File: src/rtl/pc_fetch_unit.sv
// pc_fetch_unit
//   Instruction fetch front end. Keeps the fetch PC and requests one word
//   per cycle from instruction memory. Each returned word is presented to
//   decode with its address and address+4. Redirects from the next-PC logic
//   retarget the fetch stream. A request that is already in flight is drained
//   and its data dropped before the new target is fetched. A misaligned
//   redirect target raises a sticky addr_err and parks the unit until reset.
//
// Ports
//   clk, rst_n          clock, synchronous active-low reset
//   redirect_valid/_pc  one-cycle taken pulse and its target
//   stall               decode cannot accept an instruction this cycle
//   imem_req/_addr      memory request and word address (held while pending)
//   imem_ready/_rdata   request completion and returned instruction word
//   if_valid/_pc/_inst/_pc_plus4   fetched instruction toward decode
//   flush               one-cycle pulse after any accepted redirect
//   addr_err            sticky misaligned-redirect flag
//
// state | meaning
// IDLE  | dead cycle after reset, no request
// FETCH | normal fetching, one request per cycle when decode can take it
// DRAIN | redirect arrived with a request pending; wait it out, drop data
// ERR   | misaligned redirect seen; no requests until reset
module pc_fetch_unit #(
  parameter logic [31:0] RESET_PC = 32'h0000_3000
) (
  input  logic        clk,
  input  logic        rst_n,
  input  logic        redirect_valid,
  input  logic [31:0] redirect_pc,
  input  logic        stall,
  output logic        imem_req,
  output logic [31:0] imem_addr,
  input  logic        imem_ready,
  input  logic [31:0] imem_rdata,
  output logic        if_valid,
  output logic [31:0] if_pc,
  output logic [31:0] if_inst,
  output logic [31:0] if_pc_plus4,
  output logic        flush,
  output logic        addr_err
);

  typedef enum logic [1:0] {S_IDLE, S_FETCH, S_DRAIN, S_ERR} state_e;

  state_e      state_q, state_d;
  logic [31:0] pc_q, pc_d;
  logic [31:0] pend_pc_q, pend_pc_d;
  logic        pend_err_q, pend_err_d;
  logic        if_valid_q, if_valid_d;
  logic [31:0] if_pc_q, if_pc_d;
  logic [31:0] if_inst_q, if_inst_d;
  logic [31:0] if_pc_plus4_q, if_pc_plus4_d;
  logic        flush_q, flush_d;
  logic        addr_err_q, addr_err_d;
  logic        req;
  logic        busy;
  logic        redir_bad;

  assign redir_bad = redirect_pc[1:0] != 2'b00;

  always_comb begin
    req = 1'b0;
    case (state_q)
      S_FETCH: req = !if_valid_q || !stall;
      S_DRAIN: req = 1'b1;
      default: req = 1'b0;
    endcase
  end

  // Request issued this cycle that memory has not completed.
  assign busy = req && !imem_ready;

  always_comb begin
    state_d       = state_q;
    pc_d          = pc_q;
    pend_pc_d     = pend_pc_q;
    pend_err_d    = pend_err_q;
    if_valid_d    = if_valid_q;
    if_pc_d       = if_pc_q;
    if_inst_d     = if_inst_q;
    if_pc_plus4_d = if_pc_plus4_q;
    flush_d       = 1'b0;
    addr_err_d    = addr_err_q;

    case (state_q)
      S_IDLE, S_FETCH: begin
        state_d = S_FETCH;
        if (redirect_valid) begin
          flush_d    = 1'b1;
          if_valid_d = 1'b0;
          if (redir_bad) addr_err_d = 1'b1;
          if (busy) begin
            state_d    = S_DRAIN;
            pend_pc_d  = redirect_pc;
            pend_err_d = redir_bad;
          end else if (redir_bad) begin
            state_d = S_ERR;
          end else begin
            pc_d = redirect_pc;
          end
        end else if (req && imem_ready) begin
          if_valid_d    = 1'b1;
          if_inst_d     = imem_rdata;
          if_pc_d       = pc_q;
          if_pc_plus4_d = pc_q + 32'd4;
          pc_d          = pc_q + 32'd4;
        end else if (if_valid_q && !stall) begin
          if_valid_d = 1'b0;
        end
      end
      S_DRAIN: begin
        // Once the drain is headed for ERR, later redirects no longer matter.
        if (redirect_valid && !pend_err_q) begin
          flush_d    = 1'b1;
          pend_pc_d  = redirect_pc;
          pend_err_d = redir_bad;
          if (redir_bad) addr_err_d = 1'b1;
        end
        if (imem_ready) begin
          if (pend_err_d) begin
            state_d = S_ERR;
          end else begin
            state_d = S_FETCH;
            pc_d    = pend_pc_d;
          end
        end
      end
      default: begin
        state_d = S_ERR;
      end
    endcase
  end

  always_ff @(posedge clk) begin
    if (!rst_n) begin
      state_q       <= S_IDLE;
      pc_q          <= RESET_PC;
      pend_pc_q     <= RESET_PC;
      pend_err_q    <= 1'b0;
      if_valid_q    <= 1'b0;
      if_pc_q       <= 32'd0;
      if_inst_q     <= 32'd0;
      if_pc_plus4_q <= 32'd0;
      flush_q       <= 1'b0;
      addr_err_q    <= 1'b0;
    end else begin
      state_q       <= state_d;
      pc_q          <= pc_d;
      pend_pc_q     <= pend_pc_d;
      pend_err_q    <= pend_err_d;
      if_valid_q    <= if_valid_d;
      if_pc_q       <= if_pc_d;
      if_inst_q     <= if_inst_d;
      if_pc_plus4_q <= if_pc_plus4_d;
      flush_q       <= flush_d;
      addr_err_q    <= addr_err_d;
    end
  end

  assign imem_req    = req;
  assign imem_addr   = pc_q;
  assign if_valid    = if_valid_q;
  assign if_pc       = if_pc_q;
  assign if_inst     = if_inst_q;
  assign if_pc_plus4 = if_pc_plus4_q;
  assign flush       = flush_q;
  assign addr_err    = addr_err_q;

endmodule

File: config.mk
export PLATFORM = sky130hd
export DESIGN_NAME = pc_fetch_unit
export DESIGN_NICKNAME = d
export VERILOG_FILES = /design/src/rtl/pc_fetch_unit.sv
export SDC_FILE = /design/constraint.sdc
export NUM_CORES = 1
export LEC_CHECK = 0
export BUFFER_PORTS_ARGS = -buffer_cell sky130_fd_sc_hd__buf_2
export CAP_MARGIN = 5
export CORE_MARGIN = 1.5
export CORE_UTILIZATION = 48
export CTS_CLUSTER_DIAMETER = 40
export DETAILED_ROUTE_END_ITERATION = 8
export GPL_TIMING_DRIVEN = 0
export HOLD_SLACK_MARGIN = 0.15
export MAX_ROUTING_LAYER = met4
export PLACE_DENSITY_LB_ADDON = 0.1
export SYNTH_ARGS = -nofsm -noshare
export SYNTH_HDL_FRONTEND = slang
export SYNTH_SLANG_ARGS = --single-unit
File: constraint.sdc
create_clock -name clk -period 2.4 [get_ports clk]
set_input_delay 0.24 -clock clk [delete_from_list [all_inputs] [get_ports clk]]
set_output_delay 0.24 -clock clk [all_outputs]
set_load 0.02 [all_outputs]
Word level (Yosys, flattened, before mapping)
Index checks and enable logic that the tools add are counted.
{"block": "totals", "latchBits": 0, "out_inout_bits": 132, "ramBits": 0, "elab_cells": 74, "regBits": 166, "memories": 0, "in_bits": 69, "romBits": 0}
{"block": "classes", "shifts": 0, "reduce_logical": 19, "eq_ne": 10, "div": 0, "n_lt_le_gt_ge": 0, "mul": 0, "n_addsub": 1, "n_bitwise": 1, "n_mux": 33}
{"op": "$mux W32", "count": 9}
{"op": "$pmux W32 S2", "count": 2}
{"op": "$add A32 B3 Y32 const B", "count": 1}
{"op": "$mux W1", "count": 12}
{"op": "$mux W2", "count": 5}
{"op": "$ne A2 B2 Y1 const B", "count": 5}
{"op": "$ne A3 B3 Y1 const B", "count": 3}
{"op": "$reduce_and A3 Y1", "count": 3}
{"op": "$pmux W1 S2", "count": 4}
{"op": "$reduce_and A6 Y1", "count": 1}
{"op": "$logic_and A1 B1 Y1", "count": 4}
{"op": "$logic_not A1 Y1", "count": 4}
{"op": "$pmux W2 S2", "count": 1}
{"op": "$reduce_bool A2 Y1", "count": 2}
{"op": "$reduce_bool A3 Y1", "count": 1}
{"op": "$eq A2 B1 Y1 const B", "count": 1}
{"op": "$eq A2 B2 Y1 const B", "count": 1}
{"op": "$logic_not A2 Y1", "count": 1}
{"op": "$reduce_and A2 Y1", "count": 1}
{"op": "$reduce_or A2 Y1", "count": 1}
{"op": "$logic_or A1 B1 Y1", "count": 1}
{"op": "$not A1 Y1", "count": 1}

Logic depth before layout (Yosys ltp)
{"block": "logic_depth", "word_depth": 7, "ltp_mapped": 10}

Worst setup path before layout
OpenSTA, ideal clock, no wires.
{"block": "synth_timing", "path_kind": "flip-flop to flip-flop", "startpoint": "reg state_q[1]", "endpoint": "reg if_pc_q[11], in the netlist if_pc[11]", "synth_period_minus_slack_ns": 2.334, "path_slack_ns": 0.066, "stages_incl_launch_ff": 11, "t_arrival_ns": 2.263, "required_ns": 2.330, "setup_ns": 0.070, "cell_sequence": "dfxtp_1 inv_1 ha_1 a21boi_1 o21a_1 and3_1 clkbuf_1 clkbuf_1 clkbuf_1 nand2_1 a21oi_1"}
{"block": "synth_between", "elab_chain_len": 4}
{"element": "start: declaration", "line_no": "46", "rtl": "state_e state_q, state_d;"}
{"element": "start signal: assignment", "line_no": "148", "rtl": "state_q <= state_d;"}
{"element": "$eq A2 B2 Y1 or $eq A2 B1 Y1 (tied branches)", "line_no": "64", "rtl": "case (state_q)"}
{"element": "$pmux W1 S2 *", "line_no": "64"}
{"element": "net imem_req", "line_no": "32", "rtl": "output logic imem_req,"}
{"element": "$logic_and A1 B1 Y1 *", "line_no": "102", "rtl": "end else if (req && imem_ready) begin"}
{"element": "$reduce_and A3 Y1 (no source line) *"}
{"element": "end signal: assignment", "line_no": "153", "rtl": "if_pc_q <= if_pc_d;"}
{"element": "end: declaration", "line_no": "51", "rtl": "logic [31:0] if_pc_q, if_pc_d;"}
Mark *: on every way through the listed nets, which the timed path passes. The rest lies on a longest branch.
A chain may end at the register's enable or synchronous reset.

Worst setup path after layout
{"block": "layout_timing", "startpoint": "reg state_q[0]", "endpoint": "reg pc_q[23], in the netlist imem_addr[23]"}
{"block": "layout_between", "elab_chain_len": 5}
{"element": "$eq A2 B2 Y1 or $eq A2 B1 Y1 (tied branches)", "line_no": "64, 86"}
{"element": "$pmux W1 S2", "line_no": "64"}
{"element": "$logic_and A1 B1 Y1 (on tied branches)", "line_no": "72, 102"}
{"element": "$ne A3 B3 Y1 (no source line)"}
{"element": "$reduce_and A6 Y1 (no source line)"}
{"element": "end signal: assignment", "line_no": "149", "rtl": "pc_q <= pc_d;"}
{"element": "end: declaration", "line_no": "47", "rtl": "logic [31:0] pc_q, pc_d;"}
Parallel ways exist; a longest one is shown, timed or not.

==> results.sh <==
export IMPL_hold_depth=3
export IMPL_cp_data_arrival_time_ns=2.70
export IMPL_initial_core_util_pct=48.74
export IMPL_place_congestion=0.9367
export IMPL_seq_area_frac_synth_pct=44.64
export IMPL_p_per_area_nw_per_um2=754.8
export IMPL_htree_levels=4
export IMPL_seq_area_um2=3296
export IMPL_drtIter0Drc=712
export IMPL_cp_end_kind="register"
export IMPL_timing_fmax_mhz=429.0
export IMPL_insertion_delay_ns=0.43
export IMPL_r2r_cells=8
export IMPL_die_w_um=126.8
export IMPL_startpoint="state_q[0]"
export IMPL_leakage_nw=4.242
export IMPL_drive_gt1_share_pct=26.98
export IMPL_die_area_um2=16070
export IMPL_die_h_um=126.8
export IMPL_relSlewSlack_pct=53.92
export IMPL_syn_to_final_growth_pct=36.90
export IMPL_ys_flop_type="dfxtp_1"
export IMPL_timing_hold_ws_ns=0.2740
export IMPL_p_total_w=0.007599
export IMPL_seq_power_share_pct=41.3
export IMPL_vias=7919
export IMPL_netlist_area_um2=7355
export IMPL_ios=201
export IMPL_min_delay_start="rst_n"
export IMPL_cts_buffer_depth=2
export IMPL_start_kind="register"
export IMPL_postSynthAreaPerCell_um2=8.245
export IMPL_dr_pass1_iters=6
export IMPL_switching_share_pct=32.00
export IMPL_grt_max_degree=17
export IMPL_fill_cells=1360
export IMPL_switchingPower_w=0.002432
export IMPL_yosysMostFrequentCell="nand2_1"
export IMPL_antenna_found_initial=0
export IMPL_cts_root_buf="clkbuf_16"
export IMPL_period_minus_slack_ns=2.331
export IMPL_crit_fanout=10
export IMPL_hold_violations=0
export IMPL_grt_pass1_wl_um=39210
export IMPL_status="completed"
export IMPL_post_route_drc_count=0
export IMPL_cap_violations=0
export IMPL_diodes=0
export IMPL_viasPerCell=5.763
export IMPL_clock_skew_final_ns=0.01331
export IMPL_finalWirelength_um=25470
export IMPL_final_max_slew_viol_count=0
export IMPL_ys_top_cells_by_area="dfxtp_1 45%, nand2_1 8.8%, a21oi_1 6.8%"
export IMPL_yosys_warnings=0
export IMPL_yosys_top_cells_count="172 x nand2_1, 164 x dfxtp_1, 100 x a21oi_1"
export IMPL_multi_input_area_um2=3826
export IMPL_nets=1247
export IMPL_yosysTopAreaCell="dfxtp_1"
export IMPL_antenna_left=0
export IMPL_grt_pass1_vias=7341
export IMPL_syn_inst=892
export IMPL_ys_ff_latch=164
export IMPL_required_ns=2.77
export IMPL_portBuffers=200
export IMPL_synth_async_reset_ratio_pct=0
export IMPL_ys_types=59
export IMPL_grt_overflow=0
export IMPL_critical_path_class="register to register"
export IMPL_r2r_start="state_q[0]"
export IMPL_synth_top_cell_area_share_pct=44.64
export IMPL_syn_nets=966
export IMPL_clk_pin_slew_worst_paths_ns=0.07
export IMPL_worstMarginPinSlew_ns=0.6912
export IMPL_grt_setup_unrepaired="yes"
export IMPL_irDropWorstVdd_mv=0.5024
export IMPL_power_frac_comb_pct=23.0
export IMPL_p_int_w=0.005167
export IMPL_cts_num_sinks=164
export IMPL_final_period_utilization_pct=97.12
export IMPL_finalSetupViolations=0
export IMPL_cts_buffers=17
export IMPL_placementRows=45
export IMPL_grt_total_usage_pct=32.08
export IMPL_core_area_um2=15090
export IMPL_holdCritPathClass="input port to register"
export IMPL_hpwl_um=17730
export IMPL_wl_per_cell_um=18.54
export IMPL_cts_tree="built"
export IMPL_synth_edf_count=0
export IMPL_final_setup_tns_ns=0
export IMPL_clockPowerShare_pct=35.7
[what timing repair did]
action / in CTS / in global routing
pin swaps: 1 / 2
gates resized for setup: 60 / 38
setup endpoints to repair: 156 / 153
buffers inserted: 1 / 6
hold endpoints to repair: 64 / 0
hold buffers: 64 / 0
gates cloned: 1 / 1
[layout by cell type (no fill, tap or decap), drive strengths merged, types with 4 or more instances in the layout]
master       count
clkinvlp         4
nand3           10
a211oi          26
o22ai            7
o21ai           20
nor2            76
ha               5
buf            224
nor3            11
o211ai           4
nand4           13
clkbuf          77
nor4             7
o221a            4
a211o            5
a311oi           4
inv             13
dfxtp          164
or4              4
o31a             7
a22oi           15
and2             4
xnor2           14
a221oi           8
a31o             5
o311ai           4
o211a            4
mux2i           33
xor2            14
nand2          172
a21oi          100
and3             6
dlygate4sd3     64
o32ai            6
o31ai            9
[power groups by stage]
stage,Combinational [W],Clock (W),Sequential [W]
after floorplan,0.000898,0,0.00325
final,0.00175,0.00271,0.00314
after CTS,0.00169,0.00273,0.00311
after detailed placement,0.00153,0,0.00316
after global routing,0.00186,0.00286,0.00316
after global placement,0.00152,0,0.00315
[final timing paths]
| path | endpoint | slack (ns) |
|---|---|---|
| worst max-delay path | imem_addr[23] | 0.07 |
| worst min-delay path | imem_addr[19] | 0.27 |
| worst max register to register | imem_addr[23] | 0.07 |
| worst min register to register | if_inst[13] | 0.45 |
[metal layers]
layer / wire, µm / vias to the layer above / global-route usage, %
li1: - / 3744 / -
met1: 10750 / 3742 / 39.94
met2: 12120 / 350 / 51.21
met3: 1605 / 83 / 5.947
met4: 998 / 0 / 13.84
met5: 0 / - / -
[through the flow]
stage | cell area [µm²] | setup WS (ns) | util, % | instances
finish | 10070 | 0.06912 | 66.72 | 1374
global route | 10070 | -0.02342 | 66.72 | 1374
CTS | 9962 | 0.007845 | 66.02 | 1372
detailed placement | 8591 | -0.4701 | 56.93 | 1280
global placement | 8591 | -0.5182 | 56.93 | 1280
floorplan | 7355 | 0.06643 | - | 892
[flip-flops by register name (all words and copies together), names as in the netlist]
name / cells
flush: 1
pend_pc_q: 32
if_pc_plus4: 30
pend_err_q: 1
if_valid: 1
if_pc: 32
if_inst: 32
state_q: 2
imem_addr: 32
addr_err: 1
[worst max-delay path, stage by stage (launching register included)]
cell and delay, ns:
dfxtp_2 0.39, inv_1 0.11, ha_4 0.23, or2_2 0.33
buf_2 0.20, o221a_2 0.31, clkbuf_4 0.22, a311oi_1 0.31
a31o_2 0.16
[logic make-up after synthesis]
| family | share of synthesized area [%] |
|---|---|
| AOI/OAI and AO/OA | 23.14 |
| xor gates and xnor gates | 3.335 |
| adders and majority gates | 0.8506 |
| buffers and inverters | 5.053 |
| DFF | 44.64 |
| muxes | 4.491 |
| and+or+nand+nor | 18.49 |
[final cells by class]
| class | instances | share of cell area, % |
|---|---|---|
| Multi-Input combinational cell | 634 | 38.00 |
| Sequential cell | 164 | 32.73 |
| Timing Repair Buffer | 273 | 17.01 |
| Clock buffer | 18 | 4.262 |
| Buffer | 75 | 3.877 |
| Tap cell | 188 | 2.336 |
| Clock inverter | 14 | 1.479 |
| Inverter | 8 | 0.2982 |
Power figures use the tool's default switching activity.
